File: src/rtl/usb_rx_pkg.sv
// Shared types for the USB receive controller: packet categories, FSM states, defaults.
package usb_rx_pkg;

    typedef enum logic [2:0] {
        PKT_NONE  = 3'd0,
        PKT_OUT   = 3'd1,
        PKT_ACK   = 3'd2,
        PKT_IN    = 3'd3,
        PKT_NAK   = 3'd4,
        PKT_DATA0 = 3'd5,
        PKT_DATA1 = 3'd6,
        PKT_ERROR = 3'd7
    } rx_packet_t;

    typedef enum logic [1:0] {
        ST_IDLE,
        ST_TOKEN,
        ST_DATA,
        ST_DISCARD
    } ctrl_state_t;

    localparam int DEF_MAX_PAYLOAD = 64;
    localparam int DEF_CNT_W       = 7;

endpackage

File: src/rtl/usb_rx_crc_strip.sv
// Two-byte holding stage: delays payload by two bytes so the trailing CRC16 never reaches the buffer.
module usb_rx_crc_strip (
    input  logic       clk,
    input  logic       n_rst,
    input  logic       clear_i,
    input  logic       push_i,
    input  logic [7:0] data_i,
    output logic       full_o,
    output logic [1:0] cnt_o,
    output logic [7:0] head_o
);

    logic [7:0] h0_q, h0_d, h1_q, h1_d;
    logic [1:0] cnt_q, cnt_d;

    assign full_o = (cnt_q == 2'd2);
    assign cnt_o  = cnt_q;
    assign head_o = h0_q;

    always_comb begin
        h0_d  = h0_q;
        h1_d  = h1_q;
        cnt_d = cnt_q;
        if (clear_i) begin
            cnt_d = 2'd0;
        end else if (push_i) begin
            case (cnt_q)
                2'd0:    begin h0_d = data_i; cnt_d = 2'd1; end
                2'd1:    begin h1_d = data_i; cnt_d = 2'd2; end
                default: begin h0_d = h1_q;   h1_d  = data_i; end
            endcase
        end
    end

    always_ff @(posedge clk or negedge n_rst) begin
        if (!n_rst) begin
            h0_q  <= '0;
            h1_q  <= '0;
            cnt_q <= '0;
        end else begin
            h0_q  <= h0_d;
            h1_q  <= h1_d;
            cnt_q <= cnt_d;
        end
    end

endmodule

File: src/rtl/usb_rx_ctrl.sv
// Receive sequencer between usb_rx and the packet buffer: tokens, DATA payload, status.
// Optional data-toggle / duplicate detection: define USB_RX_TOGGLE_CHECK_EN.
module usb_rx_ctrl
    import usb_rx_pkg::*;
#(
    parameter int MAX_PAYLOAD = DEF_MAX_PAYLOAD,
    parameter int CNT_W       = DEF_CNT_W
) (
    input  logic             clk,
    input  logic             n_rst,
    input  logic [2:0]       rx_packet,
    input  logic             store_rx_packet,
    input  logic [7:0]       rx_packet_data,
    input  logic             rx_eop,
    input  logic             clear_status,
    output logic             buf_wr_en,
    output logic [7:0]       buf_wr_data,
    output logic             buf_flush,
    output logic [2:0]       rx_token,
    output logic             rx_token_valid,
    output logic             rx_transfer_active,
    output logic             rx_data_ready,
    output logic             rx_error,
    output logic [CNT_W-1:0] rx_byte_count,
    output logic             rx_dup
);

    rx_packet_t  pkt;
    ctrl_state_t state_q, state_d;
    rx_packet_t  pid_q, pid_d;
    logic [2:0]       tok_q, tok_d;
    logic             tok_vld_q, tok_vld_d;
    logic             wr_en_q, wr_en_d;
    logic [7:0]       wr_data_q, wr_data_d;
    logic             flush_q, flush_d;
    logic [CNT_W-1:0] wcnt_q, wcnt_d;
    logic [CNT_W-1:0] bcnt_q, bcnt_d;
    logic             rdy_q, rdy_d, err_q, err_d;
    logic             rdy_set, err_set;
    logic             strip_clr, strip_push, strip_full;
    logic [1:0]       strip_cnt, held_after;
    logic [7:0]       strip_head;

    assign pkt = rx_packet_t'(rx_packet);

    usb_rx_crc_strip u_strip (
        .clk     (clk),
        .n_rst   (n_rst),
        .clear_i (strip_clr),
        .push_i  (strip_push),
        .data_i  (rx_packet_data),
        .full_o  (strip_full),
        .cnt_o   (strip_cnt),
        .head_o  (strip_head)
    );

`ifdef USB_RX_TOGGLE_CHECK_EN
    logic tgl_q, tgl_d, dup_q, dup_d;
    assign rx_dup = dup_q;
`else
    assign rx_dup = 1'b0;
`endif

    // Held count as seen by EOP: a same-cycle strobe lands in the stage first.
    assign held_after = (strip_cnt == 2'd2 || !store_rx_packet) ? strip_cnt : strip_cnt + 2'd1;

    always_comb begin
        state_d    = state_q;
        pid_d      = pid_q;
        tok_d      = tok_q;
        tok_vld_d  = 1'b0;
        wr_en_d    = 1'b0;
        wr_data_d  = wr_data_q;
        flush_d    = 1'b0;
        wcnt_d     = wcnt_q;
        rdy_set    = 1'b0;
        err_set    = 1'b0;
        strip_clr  = 1'b0;
        strip_push = 1'b0;
`ifdef USB_RX_TOGGLE_CHECK_EN
        tgl_d = tgl_q;
        dup_d = 1'b0;
`endif
        case (state_q)
            ST_IDLE: begin
                case (pkt)
                    PKT_OUT, PKT_IN, PKT_ACK, PKT_NAK: begin
                        state_d = ST_TOKEN;
                        pid_d   = pkt;
                    end
                    PKT_DATA0, PKT_DATA1: begin
                        if (rdy_q) begin
                            err_set = 1'b1;
                            state_d = ST_DISCARD;
                        end else begin
                            state_d   = ST_DATA;
                            pid_d     = pkt;
                            flush_d   = 1'b1;
                            strip_clr = 1'b1;
                            wcnt_d    = '0;
                        end
                    end
                    PKT_ERROR: begin
                        err_set = 1'b1;
                        state_d = ST_DISCARD;
                    end
                    default: ;
                endcase
            end
            ST_TOKEN: begin
                if (rx_eop) begin
                    tok_d     = pid_q;
                    tok_vld_d = 1'b1;
                    state_d   = ST_IDLE;
                end
            end
            ST_DATA: begin
                if (pkt == PKT_ERROR) begin
                    err_set   = 1'b1;
                    flush_d   = 1'b1;
                    strip_clr = 1'b1;
                    state_d   = ST_DISCARD;
                end else begin
                    strip_push = store_rx_packet;
                    if (store_rx_packet && strip_full) begin
                        if (wcnt_q == CNT_W'(MAX_PAYLOAD)) begin
                            err_set   = 1'b1;
                            flush_d   = 1'b1;
                            strip_clr = 1'b1;
                            state_d   = ST_DISCARD;
                        end else begin
                            wr_en_d   = 1'b1;
                            wr_data_d = strip_head;
                            wcnt_d    = wcnt_q + CNT_W'(1);
                        end
                    end
                    if (rx_eop && state_d == ST_DATA) begin
                        state_d = ST_IDLE;
                        if (held_after == 2'd2) begin
`ifdef USB_RX_TOGGLE_CHECK_EN
                            if (pid_q == (tgl_q ? PKT_DATA1 : PKT_DATA0)) begin
                                rdy_set = 1'b1;
                                tgl_d   = ~tgl_q;
                            end else begin
                                dup_d     = 1'b1;
                                flush_d   = 1'b1;
                                strip_clr = 1'b1;
                            end
`else
                            rdy_set = 1'b1;
`endif
                        end else begin
                            err_set   = 1'b1;
                            flush_d   = 1'b1;
                            strip_clr = 1'b1;
                        end
                    end
                end
            end
            ST_DISCARD: begin
                if (rx_eop) state_d = ST_IDLE;
            end
            default: state_d = ST_IDLE;
        endcase

        // A status set always beats a coincident clear.
        rdy_d  = rdy_set | (rdy_q & ~clear_status);
        err_d  = err_set | (err_q & ~clear_status);
        bcnt_d = rdy_set ? wcnt_d : (clear_status ? '0 : bcnt_q);
    end

    always_ff @(posedge clk or negedge n_rst) begin
        if (!n_rst) begin
            state_q   <= ST_IDLE;
            pid_q     <= PKT_NONE;
            tok_q     <= '0;
            tok_vld_q <= 1'b0;
            wr_en_q   <= 1'b0;
            wr_data_q <= '0;
            flush_q   <= 1'b0;
            wcnt_q    <= '0;
            bcnt_q    <= '0;
            rdy_q     <= 1'b0;
            err_q     <= 1'b0;
        end else begin
            state_q   <= state_d;
            pid_q     <= pid_d;
            tok_q     <= tok_d;
            tok_vld_q <= tok_vld_d;
            wr_en_q   <= wr_en_d;
            wr_data_q <= wr_data_d;
            flush_q   <= flush_d;
            wcnt_q    <= wcnt_d;
            bcnt_q    <= bcnt_d;
            rdy_q     <= rdy_d;
            err_q     <= err_d;
        end
    end

`ifdef USB_RX_TOGGLE_CHECK_EN
    always_ff @(posedge clk or negedge n_rst) begin
        if (!n_rst) begin
            tgl_q <= 1'b0;
            dup_q <= 1'b0;
        end else begin
            tgl_q <= tgl_d;
            dup_q <= dup_d;
        end
    end
`endif

    assign buf_wr_en          = wr_en_q;
    assign buf_wr_data        = wr_data_q;
    assign buf_flush          = flush_q;
    assign rx_token           = tok_q;
    assign rx_token_valid     = tok_vld_q;
    assign rx_transfer_active = (state_q == ST_DATA);
    assign rx_data_ready      = rdy_q;
    assign rx_error           = err_q;
    assign rx_byte_count      = bcnt_q;

endmodule
File: config.mk
export PLATFORM = sky130hd
export DESIGN_NAME = usb_rx_ctrl
export DESIGN_NICKNAME = d
export VERILOG_FILES = /design/src/rtl/usb_rx_pkg.sv /design/src/rtl/usb_rx_crc_strip.sv /design/src/rtl/usb_rx_ctrl.sv
export SDC_FILE = /design/constraint.sdc
export NUM_CORES = 1
export LEC_CHECK = 0
export ABC_AREA = 0
export CORE_MARGIN = 4
export CORE_UTILIZATION = 53
export CTS_CLUSTER_DIAMETER = 50
export DETAILED_ROUTE_END_ITERATION = 6
export MAX_ROUTING_LAYER = met4
export PLACE_DENSITY = 0.79
export SLEW_MARGIN = 40
export SYNTH_ARGS = -nofsm -noshare
export SYNTH_HDL_FRONTEND = slang
export SYNTH_SLANG_ARGS = --single-unit
File: constraint.sdc
create_clock -name clk -period 2.7 [get_ports clk]
set_input_delay 0.405 -clock clk [delete_from_list [all_inputs] [get_ports clk]]
set_output_delay 0.405 -clock clk [all_outputs]
set_load 0.01 [all_outputs]
==> results of run 1 <==
## cells in the final DEF, fill, tap and decap left out, types with 3 or more instances in the layout
cell type and n:
dfrtp_1 53, clkdlybuf4s50_1 38, mux2_2 24, mux2_4 16
nand2_1 13, nor2_1 13, o21ai_0 10, inv_1 9
nor2b_1 9, buf_4 9, nand3_1 5, ha_1 5
clkbuf_8 5, a21oi_1 4, and3_1 3, a31oi_1 3
a22o_1 3
## worst paths after layout
kind                                              startpoint                           end  slack, ns
worst max-delay path            u_strip.cnt_o[0]$_DFFE_PN0P_   u_strip.h1_q[0]$_DFFE_PN0P_       0.19
max in group asynchronous                              n_rst        state_q[0]$_DFFE_PN0P_       1.93
worst min-delay path                                   n_rst  rx_byte_count[2]$_DFFE_PN0P_       0.13
worst max register to register  u_strip.cnt_o[0]$_DFFE_PN0P_   u_strip.h1_q[0]$_DFFE_PN0P_       0.19
worst min register to register          pid_q[0]$_DFFE_PN0P_          pid_q[0]$_DFFE_PN0P_       0.51
min in group clk                        pid_q[0]$_DFFE_PN0P_          pid_q[0]$_DFFE_PN0P_       0.51
## routing by layer
layer | vias up | wire length, um
met2 | 34 | 2390
met5 | - | 0
met3 | 6 | 159
met1 | 875 | 2470
li1 | 877 | -
met4 | 0 | 53
## through the flow
stage,util [%],area [um2]
after global routing,67.2,3220
after global placement,65.3,3120
after CTS,67.2,3220
final,67.2,3220
after floorplan,-,2650
after detailed placement,65.3,3120
## layout make-up
| class | instances | area (um2) |
|---|---|---|
| Clock buffer | 5 | 68.8 |
| Clock inverter | 3 | 25.0 |
| Fill cell | 365 | 1570 |
| Inverter | 10 | 37.5 |
| Multi-Input combinational cell | 146 | 1220 |
| Sequential cell | 53 | 1330 |
| Tap cell | 67 | 83.8 |
| Timing Repair Buffer | 48 | 453 |
## cell families after synthesis
logic type	after synthesis	synth area share [%]
DFF	53	50.1
muxes	41	19.7
AOI/OAI and AO/OA	40	11.3
and+or+nand+nor	57	12.0
adders and majority gates	6	2.74
xor gates and xnor gates	1	0.331
buffers and inverters	18	3.64
other	1	0.142
## worst max-delay path, stage by stage (launching register included)
cell and delay (ns):
dfrtp_1 0.47, inv_1 0.12, ha_1 0.27, nand4b_1 0.25, o31ai_4 0.11, o221ai_2 0.19
or3_1 0.61, mux2_4 0.38
## power by group through the flow
stage / registers [mW] / logic, mW / clock network, mW
3_3_place_gp: 1.19 / 0.839 / 0
5_1_grt: 1.22 / 0.930 / 0.513
6_report: 1.19 / 0.854 / 0.461
3_5_place_dp: 1.20 / 0.863 / 0
4_1_cts: 1.19 / 0.863 / 0.477
2_1_floorplan: 1.17 / 0.593 / 0
## sequential cells by signal, indices dropped and copies added (netlist names)
signal          cells
u_strip.cnt_o       2
u_strip.h1_q        8
pid_q               3
buf_flush           1
state_q             2
u_strip.head_o      8
buf_wr_en           1
buf_wr_data         8
rx_byte_count       7
rx_error            1
rx_token            3
rx_data_ready       1
wcnt_q              7
rx_token_valid      1
==> results.md, run 1 <==
- Share of the synthesized area in the top cell type: between 50% and 60%
- CTS Buf Count: 5
- HP Class: input pin to async pin
- Final setup viols: 0
- Crit path max fanout: 8
- First-pass GRT wire length: 8.91 mm
- Int Pwr: between 1.5 and 2 mW
- Seq/Total Area, Yosys: 50.1%
- Clk Latency, worst-skew pair: roughly 0.31 ns
- Setup_tns: 0 ns
- Starting Density: 55.3%
- Max Root-Sink Buffers: 2
- Final period utilization: roughly 93%
- Placeable Area: 0.00479 mm2
- Post-Layout Cell Count: 332
- Row cnt: 25
- Post-synth top cells: dfrtp_1 (53), mux2_2 (24), mux2_4 (16)
- Post-route ant nets: 0
- DR DRC count: 0
- Drt initial violations: 99
- Number of flops mapped to enable cells by yosys: 0
- Worst EP arrival: 2.71 ns
- Area grow syn2layout: 21.6%
- Clk root buf: clkbuf_8
- CTS sink count: 53
- Psw: 769 uW
- Outcome: complete, no violations
- Combinational power share: 34.2%
- GPL Wtd Cong: 0.895
- Placed wire-length estimate: 3.85 mm
- Hold Vio Cnt, Final: 0
- Switch share: a little under a third
- LEAKAGE: 1.49 nW
- PortBufs: 39
- WP data required: between 2 and 3 ns
- Max_cap viols: 0
- Crit. End Element: flop
- Mean routed wirelength per cell: around 15 um
- CTS HTree Levels: 2
- Final min period: 2.51 ns
- Hold_ws: approximately 0.13 ns
- Async SR Flop Fraction: 100%
- Maximum vdd drop: 0.605 mV
- Cell area after synthesis: 0.00265 mm2
- Met1 Use GR: between 20% and 30%
- Router iterations before antenna repair: 4
- Die X: 78.6 um
- Crit Path Category: flop to flop
- Register-to-Register Path Depth: 7
- Final-report max-slew violation count: 0
- Seq pwr share: 47.4%
- Worst setup slack after layout: 0.191 ns
- Met3 Use GR: around 4.4%
- Final nets: 285
- Layout Skew: approximately 0.0095 ns
- DP Worst Slack: 0.0366 ns
- Library cells used by synthesis: 50
- Clock transition at path regs: 0.10 ns
- Slew headroom: 55.1%
- Yosys warnings: 0
- M2 GR Usage: 27.8%
- Max Fclk: ~400 MHz
- Worst Tran Pin Value: 0.674 ns
- Layout cells sized above 1: 24.5%
- Diode count: 0
- Largest net degree at the start of global routing: 32
- Die footprint: around 0.0062 mm2
- IO Pins: 41
- CTS tree: done
- Post-synth top flop: dfrtp_1
- Critical path startpoint category: flop
- Area leader, netlist: dfrtp_1
- Vias in the first global route: 1,855
- Die height: 78.6 um
- Ranking of synthesized cells by area: dfrtp_1 (50%), mux2_2 (10%), mux2_4 (9.1%)
- Busiest grt layer: met2
- P per Cell Area: 777 mW/mm2
- Syn Area/Cell: between 10 and 15 um2
- #FFs+latches synth: 53
- Vias: 1,792
- Via/cell ratio: approximately 5.4
- Hold_buf cts: 0
- Postcts setup bufs: 0
- Clock share of power: 18.4%
- Total Routing Usage GR: about a fifth
- Unrepaired setup endpoints after global routing: false
- Synth Instances: 217
- Top-count cell post-synth: dfrtp_1
- Remaining Overflow, GRT: 0
- WL final: 5.07 mm
- Dpl cells: 324
- Net Count, Synth: 238
- Post_cts resized: 0
- Final Power: 2.50 mW
- Initial antenna violation count: 0
No activity file was read; power rests on OpenSTA's default activity.
==> run 2, diff against run 1 <==
--- a/config.mk
+++ b/config.mk
@@ -12,7 +12,7 @@
 export DETAILED_ROUTE_END_ITERATION = 6
 export MAX_ROUTING_LAYER = met4
 export PLACE_DENSITY = 0.79
-export SLEW_MARGIN = 40
+export SLEW_MARGIN = 20
 export SYNTH_ARGS = -nofsm -noshare
 export SYNTH_HDL_FRONTEND = slang
 export SYNTH_SLANG_ARGS = --single-unit
==> results of run 2 <==
Same layout as run 1: the final DEF is identical, and so are final timing and power.
